[src/rtl/mult_div_unit_pkg.sv]
// Shared definitions for the multiply/divide engine.
//   - funct codes of the four multiply/divide instructions
//   - FSM state encoding (also exposed on the interface for observation)
//   - data width / divide iteration count
//   - helpers: multiply/divide funct decode, conditional absolute value
package mult_div_unit_pkg;

  localparam int XLEN      = 32;
  localparam int DIV_ITERS = 32;  // one quotient bit per cycle, equal to XLEN

  localparam logic [5:0] FUNCT_MULT  = 6'h18;
  localparam logic [5:0] FUNCT_MULTU = 6'h19;
  localparam logic [5:0] FUNCT_DIV   = 6'h1A;
  localparam logic [5:0] FUNCT_DIVU  = 6'h1B;

  typedef enum logic [2:0] {
    ST_IDLE = 3'd0,
    ST_MUL  = 3'd1,
    ST_DIV  = 3'd2,
    ST_FIX  = 3'd3,
    ST_DONE = 3'd4
  } md_state_e;

  function automatic logic is_md(input logic [5:0] f);
    return (f == FUNCT_MULT) || (f == FUNCT_MULTU) ||
           (f == FUNCT_DIV)  || (f == FUNCT_DIVU);
  endfunction

  // Magnitude of v when it is treated as signed, otherwise v unchanged.
  // 0x80000000 maps onto itself, which is the correct unsigned magnitude.
  function automatic logic [XLEN-1:0] abs_val(input logic [XLEN-1:0] v,
                                               input logic             is_signed);
    return (is_signed && v[XLEN-1]) ? (XLEN'(0) - v) : v;
  endfunction

endpackage

[src/rtl/mult_div_unit_if.sv]
// Bundle between the EX stage and the multiply/divide engine.
//   funct, operand_1, operand_2 : EX-stage instruction fields
//   flush                       : abort whatever is in flight
//   hold                        : EX frozen by another stall source
//   mult_div_done               : result valid (registered)
//   mult_div_result             : {hi, lo}
//   state                       : current engine state, for observation
//
// Handshake: mult_div_done acts as valid and !hold as ready. The result is
// transferred in a cycle where mult_div_done=1 and hold=0; while hold=1 the
// engine keeps mult_div_done=1 and mult_div_result unchanged. flush drops any
// operation, including a presented but not yet consumed result.
interface mult_div_unit_if;
  import mult_div_unit_pkg::*;

  logic [5:0]      funct;
  logic [XLEN-1:0] operand_1;
  logic [XLEN-1:0] operand_2;
  logic            flush;
  logic            hold;
  logic            mult_div_done;
  logic [63:0]     mult_div_result;
  md_state_e       state;

  modport master (
    output funct, operand_1, operand_2, flush, hold,
    input  mult_div_done, mult_div_result, state
  );

  modport slave (
    input  funct, operand_1, operand_2, flush, hold,
    output mult_div_done, mult_div_result, state
  );

endinterface

[src/rtl/mult_div_unit_div_core.sv]
// Restoring divider datapath on unsigned magnitudes, one quotient bit per step.
//   clk, rst          : clock, asynchronous active-low reset
//   start_i           : load dividend/divisor, clear remainder and counter
//   step_i            : perform one iteration
//   dividend_abs_i    : dividend magnitude
//   divisor_abs_i     : divisor magnitude (non-zero)
//   quotient_o        : quotient after the final step
//   remainder_o       : remainder after the final step
//   last_iter_o       : the step taken this cycle is the final one
module mult_div_unit_div_core
  import mult_div_unit_pkg::*;
(
  input  logic            clk,
  input  logic            rst,
  input  logic            start_i,
  input  logic            step_i,
  input  logic [XLEN-1:0] dividend_abs_i,
  input  logic [XLEN-1:0] divisor_abs_i,
  output logic [XLEN-1:0] quotient_o,
  output logic [XLEN-1:0] remainder_o,
  output logic            last_iter_o
);

  localparam int CNT_W = $clog2(DIV_ITERS);
  localparam logic [CNT_W-1:0] LAST_CNT = CNT_W'(DIV_ITERS - 1);

  // quo_q starts as the dividend; each step shifts its MSB into the partial
  // remainder and shifts the new quotient bit in at the bottom.
  logic [XLEN-1:0]  rem_q, rem_d;
  logic [XLEN-1:0]  quo_q, quo_d;
  logic [XLEN-1:0]  div_q;
  logic [CNT_W-1:0] cnt_q;

  logic [XLEN:0]    rem_shift;   // 33-bit partial remainder
  logic [XLEN:0]    diff;
  logic             borrow;

  // rem_shift < 2*divisor, so a non-negative difference always fits in 32
  // bits and bit 32 of the 33-bit difference is exactly the borrow.
  always_comb begin
    rem_shift = {rem_q, quo_q[XLEN-1]};
    diff      = rem_shift - {1'b0, div_q};
    borrow    = diff[XLEN];
    rem_d     = borrow ? rem_shift[XLEN-1:0] : diff[XLEN-1:0];
    quo_d     = {quo_q[XLEN-2:0], ~borrow};
  end

  always_ff @(posedge clk or negedge rst) begin
    if (!rst) begin
      rem_q <= '0;
      quo_q <= '0;
      div_q <= '0;
      cnt_q <= '0;
    end else if (start_i) begin
      rem_q <= '0;
      quo_q <= dividend_abs_i;
      div_q <= divisor_abs_i;
      cnt_q <= '0;
    end else if (step_i) begin
      rem_q <= rem_d;
      quo_q <= quo_d;
      cnt_q <= cnt_q + CNT_W'(1);
    end
  end

  assign quotient_o  = quo_q;
  assign remainder_o = rem_q;
  assign last_iter_o = step_i && (cnt_q == LAST_CNT);

endmodule

[src/rtl/mult_div_unit.sv]
// Multi-cycle multiply/divide engine beside the EX stage.
//   clk  : system clock, rising edge
//   rst  : asynchronous active-low reset
//   md   : slave side of mult_div_unit_if (funct/operands/flush/hold in,
//          mult_div_done/mult_div_result/state out)
// MULT/MULTU finish in cycle 2, DIV/DIVU in cycle 34 and divide by zero in
// cycle 1, counting the cycle the instruction is first seen as cycle 0.
module mult_div_unit
  import mult_div_unit_pkg::*;
(
  input logic            clk,
  input logic            rst,
  mult_div_unit_if.slave md
);

  md_state_e       state_q, state_d;
  logic            sign_a_q, sign_a_d;   // dividend/multiplicand negative (signed ops only)
  logic            sign_b_q, sign_b_d;
  logic [XLEN-1:0] a_abs_q, a_abs_d;
  logic [XLEN-1:0] b_abs_q, b_abs_d;
  logic [63:0]     result_q, result_d;

  logic            op_signed;
  logic            op_mul;
  logic [XLEN-1:0] op_a_abs;
  logic [XLEN-1:0] op_b_abs;

  logic            div_start;
  logic            div_step;
  logic            div_last;
  logic [XLEN-1:0] div_quo;
  logic [XLEN-1:0] div_rem;

  logic [63:0]     mag;
  logic [63:0]     product;
  logic [XLEN-1:0] quo_fix;
  logic [XLEN-1:0] rem_fix;

  assign op_signed = (md.funct == FUNCT_MULT) || (md.funct == FUNCT_DIV);
  assign op_mul    = (md.funct == FUNCT_MULT) || (md.funct == FUNCT_MULTU);
  assign op_a_abs  = abs_val(md.operand_1, op_signed);
  assign op_b_abs  = abs_val(md.operand_2, op_signed);

  mult_div_unit_div_core u_div_core (
    .clk            (clk),
    .rst            (rst),
    .start_i        (div_start),
    .step_i         (div_step),
    .dividend_abs_i (op_a_abs),
    .divisor_abs_i  (op_b_abs),
    .quotient_o     (div_quo),
    .remainder_o    (div_rem),
    .last_iter_o    (div_last)
  );

  // Sign bits are only set for signed ops, so unsigned ops never negate.
  always_comb begin
    mag     = {32'd0, a_abs_q} * {32'd0, b_abs_q};
    product = (sign_a_q ^ sign_b_q) ? (64'd0 - mag) : mag;
    quo_fix = (sign_a_q ^ sign_b_q) ? (XLEN'(0) - div_quo) : div_quo;
    rem_fix = sign_a_q ? (XLEN'(0) - div_rem) : div_rem;
  end

  always_comb begin
    state_d   = state_q;
    sign_a_d  = sign_a_q;
    sign_b_d  = sign_b_q;
    a_abs_d   = a_abs_q;
    b_abs_d   = b_abs_q;
    result_d  = result_q;
    div_start = 1'b0;
    div_step  = 1'b0;

    case (state_q)
      ST_IDLE: begin
        if (is_md(md.funct) && !md.flush) begin
          sign_a_d = op_signed & md.operand_1[XLEN-1];
          sign_b_d = op_signed & md.operand_2[XLEN-1];
          a_abs_d  = op_a_abs;
          b_abs_d  = op_b_abs;
          if (op_mul) begin
            state_d = ST_MUL;
          end else if (md.operand_2 == '0) begin
            // Defined divide-by-zero value, independent of signedness.
            state_d  = ST_DONE;
            result_d = {md.operand_1, 32'hFFFF_FFFF};
          end else begin
            state_d   = ST_DIV;
            div_start = 1'b1;
          end
        end
      end
      ST_MUL: begin
        result_d = product;
        state_d  = ST_DONE;
      end
      ST_DIV: begin
        div_step = 1'b1;
        if (div_last) state_d = ST_FIX;
      end
      ST_FIX: begin
        result_d = {rem_fix, quo_fix};
        state_d  = ST_DONE;
      end
      ST_DONE: begin
        if (!md.hold) state_d = ST_IDLE;
      end
      default: state_d = ST_IDLE;
    endcase

    // Flush wins over everything; the last presented result is kept.
    if (md.flush) begin
      state_d   = ST_IDLE;
      result_d  = result_q;
      div_start = 1'b0;
      div_step  = 1'b0;
    end
  end

  always_ff @(posedge clk or negedge rst) begin
    if (!rst) begin
      state_q  <= ST_IDLE;
      sign_a_q <= 1'b0;
      sign_b_q <= 1'b0;
      a_abs_q  <= '0;
      b_abs_q  <= '0;
      result_q <= '0;
    end else begin
      state_q  <= state_d;
      sign_a_q <= sign_a_d;
      sign_b_q <= sign_b_d;
      a_abs_q  <= a_abs_d;
      b_abs_q  <= b_abs_d;
      result_q <= result_d;
    end
  end

  assign md.mult_div_done   = (state_q == ST_DONE);
  assign md.mult_div_result = result_q;
  assign md.state           = state_q;

endmodule

[src/flat_wrapper.sv]
// flat-port wrapper written by rule: the top's interface ports become plain ports
module mult_div_unit_flat import mult_div_unit_pkg::*;
  (clk, rst, md_funct, md_operand_1, md_operand_2, md_flush, md_hold, md_mult_div_done, md_mult_div_result, md_state);
  mult_div_unit_if md_i ();
  input logic clk;
  input logic rst;
  input wire logic [$bits(md_i.funct)-1:0] md_funct;
  input wire logic [$bits(md_i.operand_1)-1:0] md_operand_1;
  input wire logic [$bits(md_i.operand_2)-1:0] md_operand_2;
  input wire logic [$bits(md_i.flush)-1:0] md_flush;
  input wire logic [$bits(md_i.hold)-1:0] md_hold;
  output wire logic [$bits(md_i.mult_div_done)-1:0] md_mult_div_done;
  output wire logic [$bits(md_i.mult_div_result)-1:0] md_mult_div_result;
  output wire logic [$bits(md_i.state)-1:0] md_state;
  assign md_i.funct = md_funct;
  assign md_i.operand_1 = md_operand_1;
  assign md_i.operand_2 = md_operand_2;
  assign md_i.flush = md_flush;
  assign md_i.hold = md_hold;
  assign md_mult_div_done = md_i.mult_div_done;
  assign md_mult_div_result = md_i.mult_div_result;
  assign md_state = md_i.state;
  mult_div_unit u_core (.clk(clk), .rst(rst), .md(md_i));
endmodule
[config.mk]
export PLATFORM = sky130hd
export DESIGN_NAME = mult_div_unit_flat
export DESIGN_NICKNAME = d
export VERILOG_FILES = /design/src/rtl/mult_div_unit_pkg.sv /design/src/rtl/mult_div_unit_if.sv /design/src/rtl/mult_div_unit_div_core.sv /design/src/rtl/mult_div_unit.sv /design/src/flat_wrapper.sv
export SDC_FILE = /design/constraint.sdc
export NUM_CORES = 2
export LEC_CHECK = 0
export BUFFER_PORTS_ARGS = -buffer_cell sky130_fd_sc_hd__buf_2
export CORE_MARGIN = 2
export CORE_UTILIZATION = 35
export DETAILED_ROUTE_END_ITERATION = 6
export PLACE_DENSITY = 0.49
export SYNTH_ARGS = -nofsm -noshare
export SYNTH_HDL_FRONTEND = slang
export SYNTH_SLANG_ARGS = --single-unit
[constraint.sdc]
create_clock -name clk -period 11 [get_ports clk]
set_clock_uncertainty 0.15 [all_clocks]
set_input_delay 0.55 -clock clk [delete_from_list [all_inputs] [get_ports clk]]
set_output_delay 0.55 -clock clk [all_outputs]
set_load 0.02 [all_outputs]
# --- After elaboration in Yosys (flattened, before gate mapping) ---
# Cells that the tools add are included.
classes:
  n_addsub: 7
  n_mul: 1
  eq_ne: 15
  n_mux: 30
  bitwise: 5
  n_reduce_logical: 17
op_table:
  columns: ["cell", "n"]
  rows:
  - ["32-bit two-way mux", 9]
  - ["64-bit two-way mux", 4]
  - ["64-bit one-hot mux with 3 select lines", 1]
  - ["1-bit by 32-bit subtractor with 32-bit output (first input constant)", 4]
  - ["32-bit by 32-bit multiplier with 64-bit output", 1]
  - ["1-bit by 64-bit subtractor with 64-bit output (first input constant)", 1]
  - ["33-bit by 32-bit subtractor with 33-bit output", 1]
  - ["32-bit logical NOT", 1]
  - ["6-bit by 5-bit == test with 1-bit output (second input constant)", 4]
  - ["3-bit two-way mux", 6]
  - ["3-bit one-hot mux with 4 select lines", 1]
  - ["5-bit two-way mux", 2]
  - ["1-bit two-way mux", 7]
  - ["3-bit by 2-bit == test with 1-bit output (second input constant)", 2]
  - ["3-bit by 2-bit inequality test with 1-bit output (second input constant)", 2]
  - ["5-bit by 1-bit adder with 5-bit output (second input constant)", 1]
  - ["5-bit == test (second input constant)", 1]
  - ["5-bit AND reduction", 1]
  - ["1-bit logical AND", 4]
  - ["1-bit logical OR", 4]
  - ["2-bit by 1-bit inequality test with 1-bit output (second input constant)", 2]
  - ["3-bit by 1-bit == test with 1-bit output (second input constant)", 1]
  - ["3-bit == test (second input constant)", 1]
  - ["3-bit logical NOT", 1]
  - ["other kinds (11)", 13]
totals:
  ff_bits: 234
  inputBits: 74
  out_inout_bits: 68
  word_cells: 85

# --- Logic depth before layout (Yosys ltp) ---
logic_depth:
  depth_word: 9
  ltp_mapped: 31

# --- Modules after synthesis ---
# A second synthesis with hierarchy kept.
unflattened:
  hier_cells: 5665
  hier_area_um2: 50340.8
by_module_without_submodules:
  columns: ["module", "n_inst", "cells_per_inst", "area_each_um2", "seq_area_each_um2"]
  rows:
  - ["mult_div_unit", 1, 4963, 43983.4, 3328.2]
  - ["mult_div_unit_div_core", 1, 702, 6357.3, 2527.4]

# --- Worst setup path after synthesis ---
# No wires, ideal clock.
synth_path:
  path_kind: "register -> register"
  startpoint: "register u_core.a_abs_q[30]"
  endpoint: "register u_core.result_q[61], in the netlist u_core.md.mult_div_result[61]"
  setup_time_ps: 86
  arrival_ps: 8083
  path_slack_ps: 2681
  path_stages_with_launch: 29
  n_path_buf: 2
  period_less_slack_ps: 8319
  path_cell_list: "dfrtp_1 > clkbuf_1 > nand2_1 > fa_1 > inv_1 > fa_1 > fa_1 > inv_1 > fa_1 > inv_1 > fa_1 > fa_1 > fa_1 > inv_1 > fa_1 > inv_1 > ha_1 > clkbuf_2 > nand2_1 > o21ai_1 > nor3_1 > o41ai_1 > nand2_1 > xnor2_1 > a2111o_1 > or2_1 > nor3_1 > mux2_2 > nor3_1"
synth_between:
  elab_chain_cells: 4
synth_lines:
  columns: ["item", "line", "source"]
  rows:
  - ["from (decl)", "mult_div_unit.sv:19", "logic [XLEN-1:0] a_abs_q, a_abs_d;"]
  - ["from (signal assigned)", "mult_div_unit.sv:132", "a_abs_q <= a_abs_d;"]
  - ["32-bit by 32-bit multiplier with 64-bit output *", "mult_div_unit.sv:58", "mag = {32'd0, a_abs_q} * {32'd0, b_abs_q};"]
  - ["1-bit by 64-bit subtractor with 64-bit output", "mult_div_unit.sv:59", "product = (sign_a_q ^ sign_b_q) ? (64'd0 - mag) : mag;"]
  - ["64-bit two-way mux *", "mult_div_unit.sv:59", null]
  - ["64-bit one-hot mux with 3 select lines *", "mult_div_unit.sv:74", "case (state_q)"]
  - ["to (signal assigned)", "mult_div_unit.sv:134", "result_q <= result_d;"]
  - ["to (decl)", "mult_div_unit.sv:21", "logic [63:0] result_q, result_d;"]
# Mark *: on every way between the ends. The rest lies on a longest branch, timed or not.
# A chain may end at the register's enable or synchronous reset.

# --- Final worst setup path ---
layout_path:
  startpoint: "register u_core.a_abs_q[10]"
  endpoint: "register u_core.result_q[57], in the netlist u_core.md.mult_div_result[57]"
# Same word-level chain as after synthesis.

==> run_results.csv <==
group,metric,value,unit
outcome,status,"completed",
critical_path,cp_data_arrival_time,10.51,ns
synthesis,seq_area_frac_synth,0.116,
synthesis,ys_ff_latch,234,
final_layout,syn_to_final_growth,7.52,%
floorplan,dieWidth,383,um
min_path,min_path_type,"in -> reg",
detailed_routing,wl,166000,um
critical_path,worstSetupPathType,"reg -> reg",
critical_path,cp-start-kind,"flop",
global_route,grt_pass1_wl,259000,um
final_layout,final_net_count,6983,
clock_network,clock_path_buffers,3,
floorplan,coreArea,0.143,sq mm
detailed_routing,drtIter0Drc,2719,
clock_network,cts_buffers,30,
flow_run,drv_cap,0,
detailed_routing,vias,39681,
detailed_routing,drtAntennaViolNets,0,
synthesis,synth_warnings,0,
synthesis,ys.flop_type,"dfrtp_1",
timing,final-setup-viol-count,0,
timing,rsz0062_at_grt,"false",
synthesis,async_flop_share,1.00,
detailed_routing,first_pass_iters,6,
floorplan,row_count,139,
timing,finalHoldViolations,0,
critical_path,required,11.31,ns
global_route,track_usage,0.229,
place,routabilityCongestion,0.930,
synthesis,synth_nets,7024,
detailed_routing,routedWlPerCell,21.7,um
final_layout,final_layout_size_suffix_gt1_frac,0.0668,
global_route,grt_max_degree,87,
place,post-dp-hpwl,139000,um
floorplan,fp.dieArea,0.147,sq mm
synthesis,syn_area_per_cell,8.75,sq um
timing,report.final.slew_viol_count,0,
clock_network,clock_sinks,234,
synthesis,synth_cells,5751,
floorplan,die_h,383,um
critical_path,end_kind,"flop",
critical_path,critPathMaxFanout,20,
synthesis,netlist_area,0.0503,sq mm
synthesis,synth.distinct_cells,105,
floorplan,initial_core_util,0.352,
clock_network,h-tree-depth,1,
floorplan,io_pins,142,
clock_network,post_cts_buffers,0,
timing,max_slew_margin,0.196,
global_route,antenna_found_initial,18,
timing,worstMarginPinSlew,1.21,ns
clock_network,clkTransAtPathRegs,0.07,ns
place,portBuffers,141,
global_route,gr-total-overflow,0,
detailed_routing,drc,0,
timing,fmax,98.1,MHz
global_route,grt_pass1_vias,41522,
synthesis,synth_edf_count,0,
detailed_routing,viasPerCell,5.19,
timing,post-route-period-util,0.927,
clock_network,cts_root_buf,"clkbuf_16",
timing,fin_crit,10.20,ns
clock_network,cts_tree,"built",
clock_network,clock_latency,0.62,ns
timing,tns,0,ns
## per-stage QoR
stage / util / worst slack (ns) / instances / hold WS (ns) / cell area (sq um)
CTS: 0.378 / 0.882 / 7637 / 0.0250 / 54100
global placement: 0.371 / 0.947 / 7580 / 0.313 / 53100
global route: 0.378 / 0.417 / 7637 / 0.0696 / 54100
finish: 0.378 / 0.802 / 7640 / 0.0499 / 54100
floorplan: - / 2.68 / 5751 / 0.104 / 50300
detailed placement: 0.371 / 0.981 / 7580 / 0.320 / 53100
## critical path, stage by stage, from the launching register on
cell and delay, ns:
dfrtp_1 0.95, buf_4 0.36, nand2_1 0.11, fa_1 0.56, inv_1 0.05, fa_1 0.48, fa_1 0.58, fa_1 0.47
fa_1 0.52, fa_1 0.43, fa_1 0.59, inv_1 0.08, fa_1 0.52, inv_1 0.06, ha_1 0.48, nand2_1 0.23
nor4_2 0.53, nor3_1 0.09, a2bb2oi_1 0.41, o21ai_0 0.19, xor2_1 0.46, o2111ai_1 0.24, nor4b_2 0.37, nand4_2 0.33
mux2i_1 0.21, nor3b_1 0.43, a21oi_1 0.13
## state kept, by name (all words and copies together), names as in the netlist
| name | count |
|---|---|
| u_core.b_abs_q | 32 |
| u_core.sign_a_q | 1 |
| u_core.u_div_core.quotient_o | 32 |
| u_core.md.state | 3 |
| u_core.u_div_core.remainder_o | 32 |
| u_core.a_abs_q | 32 |
| u_core.sign_b_q | 1 |
| u_core.u_div_core.div_q | 32 |
| u_core.u_div_core.cnt_q | 5 |
| u_core.md.mult_div_result | 64 |
## cell type report
| class | instances | area, sq um |
|---|---|---|
| Timing Repair Buffer | 261 | 1620 |
| Multi-Input combinational cell | 4254 | 39700 |
| Sequential cell | 234 | 5860 |
| Inverter | 929 | 3490 |
| Antenna cell | 3 | 7.51 |
| Tap cell | 1903 | 2380 |
| Clock buffer | 39 | 835 |
| Fill cell | 14852 | 89000 |
| Clock inverter | 17 | 221 |
## routing by layer
metal  vias to the layer above  GRT usage  part of all wire
li1                      18101          -                 -
met1                     20442      0.334              0.48
met2                       975      0.363              0.45
met3                       159     0.0223             0.045
met4                         4     0.0533             0.025
met5                         -          0           0.00016
## timing repair
item / 4_1_cts / 5_1_grt
endpoints found under the hold margin: 67 / 0
gates resized for setup: 0 / 0
hold buffers: 1 / 0
## synth_stat cells (46+ instances only)
master | count | area share
inv_1 | 928 | 0.069
ha_1 | 302 | 0.075
and2_1 | 614 | 0.076
nor2_1 | 223 | 0.017
clkbuf_1 | 283 | 0.021
a21oi_1 | 184 | 0.018
nand2_1 | 732 | 0.055
o21ai_0 | 250 | 0.025
xnor2_1 | 155 | 0.027
a21o_1 | 49 | 0.0073
fa_1 | 897 | 0.36
dfrtp_1 | 234 | 0.12
nand3_1 | 46 | 0.0046
xor2_1 | 85 | 0.015
nor3_1 | 66 | 0.0066
## layout by cell type (no fill, tap or decap), types with 140 or more instances in the layout
cell type and count:
inv_1 928, fa_1 897, nand2_1 732, and2_1 614, ha_1 302, o21ai_0 250, dfrtp_1 232, nor2_1 223
a21oi_1 184, xnor2_1 154, buf_2 140
## path summary, 6_finish.rpt
| kind | start | slack [ns] | depth (start not counted) | to |
|---|---|---|---|---|
| worst max-delay path | u_core.a_abs_q[10] | 0.80 | 26 | u_core.md.mult_div_result[57] |
| worst min-delay path | md_hold | 0.05 | 3 | u_core.md.state[2] |
| worst max register to register | u_core.a_abs_q[10] | 0.80 | 26 | u_core.md.mult_div_result[57] |
| worst min register to register | u_core.md.mult_div_result[24] | 0.33 | 2 | u_core.md.mult_div_result[24] |
| max in group asynchronous | rst | 8.17 | 4 | u_core.md.state[1] |
| min in group asynchronous | rst | 0.36 | 2 | u_core.u_div_core.div_q[31] |
## kinds of logic after synthesis
| family | after synthesis | synth area share |
|---|---|---|
| adder cells (fa/ha/maj) | 1199 | 0.432 |
| XOR/XNOR | 240 | 0.0418 |
| buffers and inverters | 1263 | 0.0958 |
| flip-flops | 234 | 0.116 |
| multiplexers | 50 | 0.0103 |
| AND/OR/NAND/NOR | 1909 | 0.192 |
| AO/OA/AOI/OAI | 856 | 0.112 |
Power is not shown: default switching activity piles up to over one toggle a cycle in this logic, so the estimate is an artifact.
